File: src/rtl/flash_cmd_seq.sv
// rtl/flash_cmd_seq.sv - host-to-flash command sequencer (read, program, erase) over a single-cycle bridge
// Issues the flash command/poll/clear cycles for each host operation and reports data, status and error.
module flash_cmd_seq #(
  parameter logic [15:0] POLL_MAX = 16'd50000,
  parameter logic [1:0]  GAP      = 2'd1
) (
  input  logic       CLK_50MHZ,
  input  logic       RST,
  input  logic       op_start,
  input  logic [1:0] op_code,
  input  logic [7:0] op_addr,
  input  logic [7:0] op_wdata,
  output logic       op_busy,
  output logic       op_done,
  output logic [7:0] op_rdata,
  output logic       op_err,
  output logic [7:0] op_status,
  output logic       br_req,
  output logic       br_we,
  output logic [7:0] br_addr,
  output logic [7:0] br_wdata,
  input  logic [7:0] br_rdata,
  input  logic       br_ack
);

  typedef enum logic [2:0] {IDLE, CMD1, CMD2, POLL, CLR, ARRAY, RDARR, DONE} state_t;

  state_t      state, state_nxt;
  logic [1:0]  code_q;
  logic [7:0]  addr_q, wdata_q, rdata_q, status_q;
  logic        req, err_q, done_q;
  logic [1:0]  gap_cnt;
  logic [15:0] poll_cnt, poll_inc;
  logic        bus_state, ack, gap_ok, status_err, poll_timeout;

  assign bus_state    = (state == CMD1) || (state == CMD2) || (state == POLL) ||
                        (state == CLR)  || (state == ARRAY) || (state == RDARR);
  // an ack only counts while our own request is outstanding
  assign ack          = req & br_ack;
  assign gap_ok       = (gap_cnt <= 2'd1);
  assign poll_inc     = (poll_cnt == 16'hFFFF) ? poll_cnt : poll_cnt + 16'd1;
  assign poll_timeout = (poll_inc >= POLL_MAX);
  assign status_err   = (code_q == 2'b01) ? (br_rdata[4] | br_rdata[3] | br_rdata[1])
                                          : (br_rdata[5] | br_rdata[3] | br_rdata[1]);

  always_ff @(posedge CLK_50MHZ or posedge RST) begin
    if (RST) state <= IDLE;
    else     state <= state_nxt;
  end

  always_comb begin
    state_nxt = state;
    case (state)
      IDLE:  if (op_start) state_nxt = (op_code == 2'b11) ? DONE : CMD1;
      CMD1:  if (ack) state_nxt = (code_q == 2'b00) ? RDARR : CMD2;
      CMD2:  if (ack) state_nxt = POLL;
      POLL: begin
        if (ack) begin
          if (br_rdata[7])       state_nxt = status_err ? CLR : ARRAY;
          else if (poll_timeout) state_nxt = CLR;
        end
      end
      CLR:   if (ack) state_nxt = ARRAY;
      ARRAY: if (ack) state_nxt = DONE;
      RDARR: if (ack) state_nxt = DONE;
      DONE:  if (gap_ok) state_nxt = IDLE;
      default: state_nxt = IDLE;
    endcase
  end

  always_comb begin
    br_req    = req;
    br_we     = 1'b0;
    br_addr   = bus_state ? addr_q : 8'h00;
    br_wdata  = 8'h00;
    op_busy   = (state != IDLE);
    op_done   = done_q;
    op_err    = err_q;
    op_rdata  = rdata_q;
    op_status = status_q;
    case (state)
      CMD1: begin
        br_we = 1'b1;
        case (code_q)
          2'b01:   br_wdata = 8'h40;
          2'b10:   br_wdata = 8'h20;
          default: br_wdata = 8'hFF;
        endcase
      end
      CMD2: begin
        br_we    = 1'b1;
        br_wdata = (code_q == 2'b01) ? wdata_q : 8'hD0;
      end
      CLR:   begin br_we = 1'b1; br_wdata = 8'h50; end
      ARRAY: begin br_we = 1'b1; br_wdata = 8'hFF; end
      default: ;
    endcase
  end

  always_ff @(posedge CLK_50MHZ or posedge RST) begin
    if (RST) begin
      code_q   <= 2'b00;
      addr_q   <= 8'h00;
      wdata_q  <= 8'h00;
      rdata_q  <= 8'h00;
      status_q <= 8'h00;
      req      <= 1'b0;
      err_q    <= 1'b0;
      done_q   <= 1'b0;
      gap_cnt  <= 2'd0;
      poll_cnt <= 16'd0;
    end else begin
      done_q <= (state == DONE) && gap_ok;
      if (state == IDLE && op_start) begin
        code_q  <= op_code;
        addr_q  <= op_addr;
        wdata_q <= op_wdata;
        err_q   <= (op_code == 2'b11);
        gap_cnt <= 2'd0;
      end
      // request rises in the last gap cycle so exactly GAP idle cycles separate requests
      if (ack) begin
        req     <= 1'b0;
        gap_cnt <= GAP;
      end else if (bus_state && !req) begin
        if (gap_ok) req <= 1'b1;
        if (gap_cnt != 2'd0) gap_cnt <= gap_cnt - 2'd1;
      end else if (state == DONE && gap_cnt != 2'd0) begin
        gap_cnt <= gap_cnt - 2'd1;
      end
      if (state == CMD2 && ack) poll_cnt <= 16'd0;
      if (state == POLL && ack) begin
        status_q <= br_rdata;
        poll_cnt <= poll_inc;
        if (br_rdata[7])       err_q <= status_err;
        else if (poll_timeout) err_q <= 1'b1;
      end
      if (state == RDARR && ack) rdata_q <= br_rdata;
    end
  end

endmodule
File: config.mk
export PLATFORM = sky130hd
export DESIGN_NAME = flash_cmd_seq
export DESIGN_NICKNAME = d
export VERILOG_FILES = /design/src/rtl/flash_cmd_seq.sv
export SDC_FILE = /design/constraint.sdc
export NUM_CORES = 1
export LEC_CHECK = 0
export CORE_UTILIZATION = 52
export DETAILED_ROUTE_END_ITERATION = 6
export PLACE_DENSITY = 0.81
export SYNTH_ARGS = -nofsm -noshare
export SYNTH_HDL_FRONTEND = slang
export SYNTH_SLANG_ARGS = --single-unit
export TNS_END_PERCENT = 30
File: constraint.sdc
create_clock -name CLK_50MHZ -period 3.05 [get_ports CLK_50MHZ]
set_clock_uncertainty 0.15 [all_clocks]
set_input_delay 0.61 -clock CLK_50MHZ [delete_from_list [all_inputs] [get_ports CLK_50MHZ]]
set_output_delay 0.61 -clock CLK_50MHZ [all_outputs]
set_load 0.1 [all_outputs]
Word-level counts from Yosys, hierarchy flattened

Cells that the tools add are included.

Flip-flop bits (word level): 58
Input bits: 30
Output and inout port bits: 37

Add/sub/neg operators: 2
$lt $le $gt $ge: 2
Equal/unequal tests: 19
Mux-type cells: 34
Bitwise gates (word level): 5
Reduce and logical (&&, ||, !) cells: 24

Operators with widths:

| cell                                                                  | number |
|---|---|
| 16-bit two-way mux                                                    | 3 |
| 3-bit two-way mux                                                     | 11 |
| 8-bit case mux with 4 select lines                                    | 1 |
| 3-bit case mux with 7 select lines                                    | 1 |
| 16-bit by 1-bit adder with 16-bit output, second input constant       | 1 |
| 16-bit equality test, second input constant                           | 1 |
| 16-bit greater-or-equal comparator, second input constant             | 1 |
| 8-bit two-way mux                                                     | 2 |
| 8-bit case mux with 2 select lines                                    | 1 |
| 3-bit equality test, second input constant                            | 4 |
| 2-bit != test, second input constant                                  | 6 |
| 1-bit two-way mux                                                     | 10 |
| 2-bit two-way mux                                                     | 5 |
| 8-bit AND reduction                                                   | 1 |
| 2-bit nonzero test                                                    | 4 |
| 1-bit logical AND                                                     | 7 |
| 3-bit by 2-bit equality test with 1-bit output, second input constant | 2 |
| 1-bit logical OR                                                      | 5 |
| 2-bit equality test, second input constant                            | 2 |
| 1-bit OR                                                              | 4 |
| 4-bit OR reduction                                                    | 1 |
| 3-bit by 1-bit equality test with 1-bit output, second input constant | 1 |
| 3-bit logical NOT                                                     | 1 |
| 3-bit != test, second input constant                                  | 1 |
| 10 further kinds                                                      | 10 |

Longest topological paths before layout

Depth after elaboration: 9
Gate-level depth with buffers: 9

Least setup slack after synthesis

No wires, ideal clock.

Path kind: register -> output
Start point: register state[1]
End point: output port br_wdata[5]
Data arrival time: 3.122 ns
Data required time: 2.290 ns
Setup slack: -0.832 ns
Cell stages (with the launch flop): 5
Path buffers: 2
Path through: dfrtp_1 -> bufbuf_16 -> clkbuf_1 -> nand2b_1 -> o21ai_0

Longest elaborated chain between the ends: 2
Elaborated cells between the ends (all ways): 5
Those cells by class: eq/ne: 4; mux: 1

RTL lines:

| item                                        | line | RTL |
|---|---|---|
| start, declared                             | 28   | `state_t state, state_nxt;` |
| start signal, assigned                      | 48   | `else state <= state_nxt;` |
| 3-bit equality test (tied with other cells) | 81   | `case (state)` |
| 8-bit case mux with 4 select lines *        | 81   |  |
| end, declared                               | 21   | `output logic [7:0] br_wdata,` |

Mark *: on every way between the ends. The rest lies on a longest branch, timed or not.

Final worst setup path

Start point: register poll_cnt[1]
End point: register state[0]

Longest elaborated chain between the ends: 5
Elaborated cells between the ends (all ways): 6
Those cells by class: add/sub: 1; order compare: 1; eq/ne: 2; mux: 1; reduce/logical: 1

RTL lines:

| item                                                                                    | line | RTL |
|---|---|---|
| start, declared                                                                         | 33   | `logic [15:0] poll_cnt, poll_inc;` |
| start signal, assigned                                                                  | 134  | `poll_cnt <= poll_inc;` |
| 16-bit by 1-bit adder with 16-bit output / 16-bit equality test (equally long branches) | 41   | `assign poll_inc = (poll_cnt == 16'hFFFF) ? poll_cnt : poll_cnt + 16'd1;` |
| 16-bit two-way mux *                                                                    | 41   |  |
| 16-bit greater-or-equal comparator *                                                    | 42   | `assign poll_timeout = (poll_inc >= POLL_MAX);` |
| 3-bit != test (no line) *                                                               | n/a  |  |
| 8-bit AND reduction (no line) *                                                         | n/a  |  |

Marks and branches as above.
A chain may end at the register's enable or synchronous reset.

==> insert_results.sql <==
INSERT INTO impl_metrics (metric_group, metric, value, unit) VALUES
('grt', 'met3_usage', '0.0578', ''),
('sta', 'slew_viol_final', '0', ''),
('synth', 'ys_seq_elements', '58', ''),
('synth', 'postSynthNetCount', '398', ''),
('worst_setup_path', 'r2r_setup_slack', '0.13', 'ns'),
('grt', 'pin_count_of_the_biggest_net_entering_global_routing', '33', ''),
('floorplan', 'design.core.area', '6060', 'um2'),
('placement', 'dpl_wire_length', '5.87', 'mm'),
('synth', 'synth-main-ff-cell', 'dfrtp_1', ''),
('grt', 'use_met1', '0.351', ''),
('synth', 'synthArstFlopShare', '1.00', ''),
('sta', 'final-setup-viol-count', '0', ''),
('sta', 'worst-slew-pin-transition', '0.569', 'ns'),
('cts', 'clk_pin_slew_worst_paths', '0.08', 'ns'),
('cts', 'cts_root_cell', 'clkbuf_8', ''),
('synth', 'syn-cell-area', '3330', 'um2'),
('detailed_routing', 'detail_route.iter0.violations', '212', ''),
('cts', 'worstSkewPairLatency', '0.34', 'ns'),
('cells_and_area', 'drive_gt1_frac', '0.240', ''),
('sta', 'period_minus_slack', '2.92', 'ns'),
('floorplan', 'die_width', '82', 'um'),
('worst_setup_path', 'critPathArrivalTime', '2.97', 'ns'),
('grt', 'grt-busiest-layer', 'met2', ''),
('cells_and_area', 'num_antenna_cells', '0', ''),
('synth', 'netlist_top_cells_count', 'dfrtp_1, nand2_1, mux2_2, nor2_1, a21oi_1', ''),
('cts', 'h-tree-depth', '3', ''),
('synth', 'synth_largest_area_cell', 'dfrtp_1', ''),
('synth', 'synth.yosys.warnings', '0', ''),
('grt', 'globalRouteOverflowTotal', '0', ''),
('worst_setup_path', 'crit_path_start_kind', 'register', ''),
('synth', 'post_synth_main_area_contributors', 'dfrtp_1, mux2_2, nand2_1', ''),
('floorplan', 'dieArea', '6720', 'um2'),
('placement', 'place_congestion', '0.928', ''),
('cells_and_area', 'design.final.nets', '467', ''),
('worst_hold_path', 'worstHoldStart', 'op_status[6]', ''),
('cts', 'clk_path_buf_depth', '2', ''),
('floorplan', 'initial_utilization', '0.549', ''),
('detailed_routing', 'post_detailed_route_wirelength_per_cell', '16.5', 'um'),
('worst_setup_path', 'worstPathMaxFanout', '6', ''),
('sta', 'maxClockFrequency', '0.343', 'GHz'),
('synth', 'synth_cells', '360', ''),
('synth', 'synth_largest_type_area_fraction', '0.436', ''),
('grt', 'via_count_of_the_first_global_routing_pass', '3005', ''),
('worst_setup_path', 'critical_path.startpoint', 'poll_cnt[1]', ''),
('floorplan', 'num_io_pins', '67', ''),
('cts', 'cts.sinks', '58', ''),
('cts', 'cts_setup_buffers', '0', ''),
('synth', 'synth_enable_flop_cells', '0', ''),
('outcome', 'status', 'finished clean', ''),
('worst_setup_path', 'cp_data_required_time', '3.10', 'ns'),
('worst_setup_path', 'end_kind', 'register', ''),
('cells_and_area', 'final_core_util', '0.710', ''),
('floorplan', 'die_height', '82', 'um'),
('detailed_routing', 'ant_nets', '0', ''),
('synth', 'yosys.cell_count.top_type', 'dfrtp_1', ''),
('floorplan', 'fp-row-count', '28', ''),
('grt', 'grt_pass1_wl', '14.0', 'mm'),
('grt', 'grt.met2_usage', '0.442', ''),
('flow_run', 'drv_cap', '0', ''),
('sta', 'post-route-period-util', '0.957', ''),
('sta', 'report.final.hold_viol_count', '0', ''),
('detailed_routing', 'routed-via-count', '3050', ''),
('sta', 'rsz0062_at_grt', 'no', ''),
('worst_hold_path', 'hold_path.class', 'register to register', ''),
('synth', 'seq_area_frac_synth', '0.436', ''),
('cts', 'tritoncts', 'yes', ''),
('sta', 'worst_slew_margin_relative_to_its_limit', '0.619', ''),
('grt', 'grt_antenna_before_repair', '0', ''),
('detailed_routing', 'vias_cell', '5.99', ''),
('placement', 'count_of_buffers_from_port_buffering', '66', ''),
('detailed_routing', 'first_pass_iters', '5', ''),
('cts', 'tritoncts.num_buffers', '9', ''),
('synth', 'avgSynthCellArea', '9.24', 'um2'),
('worst_setup_path', 'worstReg2RegStart', 'poll_cnt[1]', ''),
('detailed_routing', 'drt_wl_total', '8.42', 'mm'),
('worst_setup_path', 'timing_worst_setup_path_type', 'register to register', ''),
('synth', 'synth.lib_cells_used.distinct', '51', ''),
('grt', 'gr-usage-all-layers', '0.277', ''),
('cells_and_area', 'synthToLayoutAreaGrowth', '29.2', '%'),
('detailed_routing', 'detail_route.drc_violations', '0', '');
-- layout make-up --
cell class | count | area [um2]
clock inverter | 7 | 103
timing repair buffer | 78 | 771
tap | 75 | 93.8
clock buffer | 9 | 124
inverter | 12 | 45.0
multi-input combinational | 270 | 1710
fill | 460 | 1760
sequential | 58 | 1450
-- critical path: stages (launching register included) --
cell	delay [ns]
dfrtp_1	0.44
ha_2	0.29
nand4_4	0.15
or4_4	0.58
nand4_4	0.13
xnor2_1	0.09
or3_1	0.37
o311ai_2	0.44
a21oi_1	0.14
-- path summary, 6_finish.rpt --
path	to	cells after the start
worst max-delay path	state[0]	8
worst min-delay path	op_status[6]	2
worst max register to register	state[0]	8
worst min register to register	op_status[6]	2
max in group asynchronous	poll_cnt[3]	3
min in group asynchronous	op_status[3]	2
-- layer usage --
metal  up-vias  part of all wire
met2       127              0.49
met4         0             0.030
met3        29             0.056
met5         -                 0
met1      1464              0.43
li1       1430                 -
-- stage by stage --
stage          cell area, um2  setup slack [ns]  hold WS (ns)  instances  setup TNS [ns]
6_report                 4300             0.131         0.333        509               0
5_1_grt                  4300            0.0178         0.364        509               0
4_1_cts                  4300            0.0920         0.337        509               0
3_5_place_dp             4070             0.149         0.318        493               0
3_3_place_gp             4070             0.228         0.311        493               0
2_1_floorplan            3330           -0.0946         0.322        360          -0.212
-- sequential cells by signal, indices dropped and copies added, names as in the netlist --
name and flops:
op_done 1, gap_cnt 2, poll_cnt 16, state 3, op_err 1, op_rdata 8, br_req 1, addr_q 8
op_status 8, code_q 2, wdata_q 8
-- logic make-up after synthesis --
family                   after synthesis  synth area share
AND/OR/NAND/NOR                      149             0.226
XOR/XNOR                               4            0.0105
multiplexers                          26            0.0876
AO/OA/AOI/OAI                         83             0.158
buffers and inverters                 32            0.0519
flip-flops                            58             0.436
adder cells (fa/ha/maj)                8            0.0301
-- cell usage in the layout, fill, tap and decap left out, types with 5 or more instances in the layout --
cell and count:
buf_12 9, clkbuf_8 9, inv_1 11, o22ai_1 5, nand4_1 7, nor2b_1 7, and3_1 10, nor2_1 24
ha_1 7, nand3_1 9, nor3_1 10, mux2_2 25, clkdlybuf4s50_1 29, nand2_1 57, a21oi_1 24, buf_4 40
a31oi_1 8, o21ai_0 18, nand2b_1 5, dfrtp_1 58
-- repair_timing --
item / 4_1_cts / 5_1_grt
setup endpoints to repair: 0 / 3
resized for setup: 0 / 1
hold buffers: 0 / 0
Power is left out: the tool's default activity adds up to more than one toggle a clock period on the data nets, which glitch-free logic cannot reach.
